$ cat src/rtl/fetch_stage.sv
// Instruction-fetch stage: owns the PC, drives a req/ack instruction-memory port
// and holds the IF/ID register that feeds DECODE.
module fetch_stage #(
  parameter logic [31:0] RESET_PC  = 32'h0000_0000,
  parameter logic [31:0] NOP_INSTR = 32'h0000_0000
) (
  input  logic        clk,
  input  logic        rst_n,
  input  logic        stall,
  input  logic        flush,
  input  logic        stop,
  input  logic        redirect,
  input  logic [31:0] redirectPC,
  output logic        imemReq,
  output logic [31:0] imemAddr,
  input  logic [31:0] imemRdata,
  input  logic        imemAck,
  output logic [31:0] instrDECO,
  output logic [31:0] pcPlus4DECO,
  output logic        validDECO
);

  typedef enum logic [1:0] {
    IDLE  = 2'd0,
    FETCH = 2'd1,
    BUF   = 2'd2,
    DROP  = 2'd3
  } state_e;

  state_e      state_q, state_d;
  logic [31:0] pc_q, pc_d;
  logic [31:0] addr_q, addr_d;
  logic        req_q, req_d;
  logic [31:0] buf_instr_q, buf_instr_d;
  logic [31:0] buf_pc_q, buf_pc_d;
  logic [31:0] instr_q, instr_d;
  logic [31:0] pc_plus4_q, pc_plus4_d;
  logic        valid_q, valid_d;

  logic        advance;
  logic        avail;
  logic [31:0] avail_instr;
  logic [31:0] avail_pc;

  always_comb begin
    advance     = !stop && !stall;
    avail       = ((state_q == FETCH) && imemAck) || (state_q == BUF);
    avail_instr = (state_q == BUF) ? buf_instr_q : imemRdata;
    avail_pc    = (state_q == BUF) ? buf_pc_q : pc_q;

    state_d     = state_q;
    pc_d        = pc_q;
    buf_instr_d = buf_instr_q;
    buf_pc_d    = buf_pc_q;
    instr_d     = instr_q;
    pc_plus4_d  = pc_plus4_q;
    valid_d     = valid_q;

    if (advance) begin
      if (flush) begin
        instr_d = NOP_INSTR;
        valid_d = 1'b0;
      end else if (avail) begin
        instr_d    = avail_instr;
        pc_plus4_d = avail_pc + 32'd4;
        valid_d    = 1'b1;
      end else begin
        instr_d = NOP_INSTR;
        valid_d = 1'b0;
      end

      if (redirect) begin
        pc_d = redirectPC;
      end else if (avail) begin
        pc_d = pc_q + 32'd4;
      end

      // An unanswered request cannot be withdrawn, so it is drained in DROP.
      if ((state_q == FETCH) && !imemAck) begin
        state_d = redirect ? DROP : FETCH;
      end else if ((state_q == DROP) && !imemAck) begin
        state_d = DROP;
      end else begin
        state_d = FETCH;
      end
    end else begin
      case (state_q)
        IDLE: state_d = stop ? IDLE : FETCH;
        FETCH: begin
          if (imemAck) begin
            buf_instr_d = imemRdata;
            buf_pc_d    = pc_q;
            state_d     = BUF;
          end
        end
        DROP: begin
          if (imemAck) begin
            state_d = stop ? IDLE : FETCH;
          end
        end
        default: state_d = state_q;
      endcase
    end

    // A new request always targets the PC as it will be after this edge.
    addr_d = (state_d == FETCH) ? pc_d : addr_q;
    req_d  = (state_d == FETCH) || (state_d == DROP);
  end

  always_ff @(posedge clk or negedge rst_n) begin
    if (!rst_n) begin
      state_q    <= IDLE;
      pc_q       <= RESET_PC;
      addr_q     <= RESET_PC;
      req_q      <= 1'b0;
      instr_q    <= NOP_INSTR;
      pc_plus4_q <= 32'd0;
      valid_q    <= 1'b0;
    end else begin
      state_q    <= state_d;
      pc_q       <= pc_d;
      addr_q     <= addr_d;
      req_q      <= req_d;
      instr_q    <= instr_d;
      pc_plus4_q <= pc_plus4_d;
      valid_q    <= valid_d;
    end
  end

  // Skid-buffer payload is only meaningful in BUF, so it needs no reset.
  always_ff @(posedge clk) begin
    buf_instr_q <= buf_instr_d;
    buf_pc_q    <= buf_pc_d;
  end

  assign imemReq     = req_q;
  assign imemAddr    = addr_q;
  assign instrDECO   = instr_q;
  assign pcPlus4DECO = pc_plus4_q;
  assign validDECO   = valid_q;

endmodule

$ cat config.mk
export PLATFORM = sky130hd
export DESIGN_NAME = fetch_stage
export DESIGN_NICKNAME = d
export VERILOG_FILES = /design/src/rtl/fetch_stage.sv
export SDC_FILE = /design/constraint.sdc
export NUM_CORES = 1
export LEC_CHECK = 0
export BUFFER_PORTS_ARGS = -buffer_cell sky130_fd_sc_hd__clkbuf_2
export CAP_MARGIN = 10
export CORE_MARGIN = 1.5
export CORE_UTILIZATION = 35
export CTS_BUF_LIST = sky130_fd_sc_hd__clkbuf_2 sky130_fd_sc_hd__clkbuf_4 sky130_fd_sc_hd__clkbuf_8
export DETAILED_ROUTE_END_ITERATION = 7
export GPL_TIMING_DRIVEN = 1
export SKIP_CTS_REPAIR_TIMING = 1
export SYNTH_ARGS = -nofsm -noshare
export SYNTH_HDL_FRONTEND = slang
export SYNTH_SLANG_ARGS = --single-unit
$ cat constraint.sdc
create_clock -name clk -period 6.3 [get_ports clk]
set_input_delay 1.26 -clock clk [delete_from_list [all_inputs] [get_ports clk]]
set_output_delay 1.26 -clock clk [all_outputs]
set_load 0.01 [all_outputs]
==> flow_summary.yaml <==
outcome:
  status: "finished with violations"
  violations: "DRC"
drt:
  drc_errors: 8
  vias: 6915
  routed_wl_um: 24140
  drt_iter0_markers: 674
  drtAntennaViolNets: 0
  routedWlPerCell_um: 18.21
  dr.pass1.iters: 6
  vias_per_cell: 5.215
worst_setup_path:
  crit_path_start_kind: "primary input"
  critPathMaxFanout: 34
  critPathKind: "primary input to register"
  end_kind: "register"
  reg2regPathDepth: 10
  arrival_ns: 4.20
  crit_required_ns: 6.66
synth:
  netlist_area_mm2: 0.009345
  synth.top_cell.area_share_pct: 35.08
  synth_nets: 908
  synthTopCellsByCount: "nand2_1, dfrtp_1, o21ai_0"
  syn-instance-count: 835
  synthTopCellsByArea: "dfrtp_1, edfxtp_1, mux2i_1"
  synth_cell_type_count: 74
  synth_top_cell_by_area: "dfrtp_1"
  synth_edf_count: 64
  synth_async_sr_flop_share_pct: 67.18
  synth.yosys.warnings: 0
  seq_area_frac_synth_pct: 55.64
  synth_ff_type: "dfrtp_1"
  synth.most_common_cell: "nand2_1"
  synth-seq-cells: 195
  avgSynthCellArea_um2: 11.19
clock_network:
  clk_pin_slew_worst_paths_ns: 0.10
  clk_latency_ns: 0.47
  clock_path_buffers: 2
  clkSinkCount: 195
  cts_max_level: 4
  cts_tree: "built"
  cts_made_buffers: 17
  cts_root_buffer: "clkbuf_8"
global_routing:
  grt.total_usage_pct: 17.69
  grt_max_degree: 84
  grt-ovfl-total: 0
  grt_pass1_wl_um: 38550
  grt_pass1_vias: 6749
  antenna_found_initial: 0
pwr:
  seq_power_share_pct: 48.4
  clkPwrFrac_pct: 22.0
  ir_worst_vdd_v: 0.0001350
  switchingPower_uw: 1366
  pwr-share-comb_pct: 29.6
  leakagePower_uw: 0.004801
  p_total_uw: 3786
  power.share.switching_pct: 36.09
  power.internal_uw: 2420
  powerDensity_mw_per_mm2: 349.5
sta:
  period_share_pct: 60.92
  worst-slew-pin-transition_ns: 1.049
  rsz0062_at_grt: "false"
  hold_viol: 0
  finalSetupViolations: 0
  slew_violations: 0
  tns_ns: 0
  finalCriticalPeriod_ns: 3.838
  fmax_mhz: 260.5
  skew_ns: 0.01306
  relSlewSlack_pct: 29.79
floorplanning:
  ios: 169
  start_util_pct: 35.76
  die_y_um: 166.4
  die_w_um: 166.4
  rows: 59
  dieArea_mm2: 0.02769
  core_area_mm2: 0.02613
placed_design:
  gp_congestion: 0.8171
  dp_hpwl_um: 16870
  place_inst: 1294
  port_buffers: 168
job:
  drv_cap: 0
worst_hold_path:
  min_path_type: "register to register"
  whs_path_depth: 2
finish:
  drive_gt1_share_pct: 27.65
  area_growth_pct: 15.92
  diodes: 0
  nets: 1051
  fin_cells: 1326
power groups by stage:
stage	Combinational (µW)	Clock, µW	Sequential (µW)
finish	1120	833	1830
global route	1240	912	1870
CTS	1140	864	1830
detailed placement	1140	0	1860
global placement	1120	0	1850
floorplan	646	0	1890
area by class of cell:
class | instances | area (µm²)
Clock inverter | 15 | 173.9
Sequential cell | 195 | 5200
Inverter | 5 | 18.77
Tap cell | 335 | 419.2
Multi-Input combinational cell | 583 | 3880
Timing Repair Buffer | 176 | 907.1
Fill cell | 2566 | 15300
Clock buffer | 17 | 234.0
sequential cells by signal (all words and copies together) (netlist names):
register / count
buf_instr_q: 32
buf_pc_q: 32
imemAddr: 32
instrDECO: 32
pcPlus4DECO: 32
pc_q: 32
state_q: 2
validDECO: 1
worst paths after layout:
| kind | start | to | slack [ns] |
|---|---|---|---|
| min in group asynchronous | rst_n | pcPlus4DECO[3]$_DFFE_PN0P_ | 0.79 |
| setup / recovery | redirect | imemAddr[1]$_DFFE_PN0N_ | 2.46 |
| hold reg to reg | instrDECO[30]$_DFFE_PN0P_ | instrDECO[30]$_DFFE_PN0P_ | 0.49 |
| setup reg to reg | state_q[1]$_DFF_PN0_ | pcPlus4DECO[30]$_DFFE_PN0P_ | 2.71 |
| max in group asynchronous | rst_n | imemAddr[24]$_DFFE_PN0N_ | 4.38 |
| hold / removal | instrDECO[30]$_DFFE_PN0P_ | instrDECO[30]$_DFFE_PN0P_ | 0.49 |
cells by family after synthesis:
| kind of cell | Yosys count | synth area share, % |
|---|---|---|
| adders and majority gates | 2 | 0.2677 |
| xor gates and xnor gates | 22 | 2.062 |
| muxes | 100 | 11.42 |
| and+or+nand+nor | 282 | 14.92 |
| buffers and inverters | 57 | 3.053 |
| DFF | 195 | 55.64 |
| AOI/OAI and AO/OA | 177 | 12.64 |
critical path, cell delays in order:
cell	delay, ns
clkbuf_2	0.52
inv_1	0.62
nor2_2	0.55
o21ai_0	0.17
o211ai_2	0.28
buf_4	0.40
mux2_2	0.37
metal layers:
layer | share of wire, % | GRT usage [%]
met1 | 51 | 27.03
met2 | 43 | 25.52
met3 | 4.4 | 2.860
met4 | 1.4 | 5.375
met5 | 0 | 0
cell usage in the layout, fill, tap and decap left out, types with 6 or more instances in the layout:
master    instances
or3_1            12
nor2_1           34
clkbuf_2        167
a311oi_1          9
a21oi_1          20
xor2_1           15
mux2_2           33
nor4_1            9
and3_1           23
a31oi_1          10
nand2_1         134
nand4_1           9
edfxtp_1         64
dfrtp_1         131
o21ai_0          74
xnor2_1           7
nor3_1           16
nand3_1          17
a211oi_1          7
mux2i_1          60
buf_4             8
o21ai_1           6
clkbuf_8         17
stage by stage:
stage / hold slack, ns / utilization [%] / area, µm² / setup slack [ns]
after global placement: 0.4580 / 39.89 / 10430 / 2.052
after global routing: 0.5104 / 41.45 / 10830 / 2.209
after floorplan: 0.4196 / - / 9350 / 1.218
final: 0.4884 / 41.45 / 10830 / 2.462
after CTS: 0.4939 / 41.45 / 10830 / 2.501
after detailed placement: 0.4605 / 39.89 / 10430 / 1.992
Power figures use the tool's default switching activity.
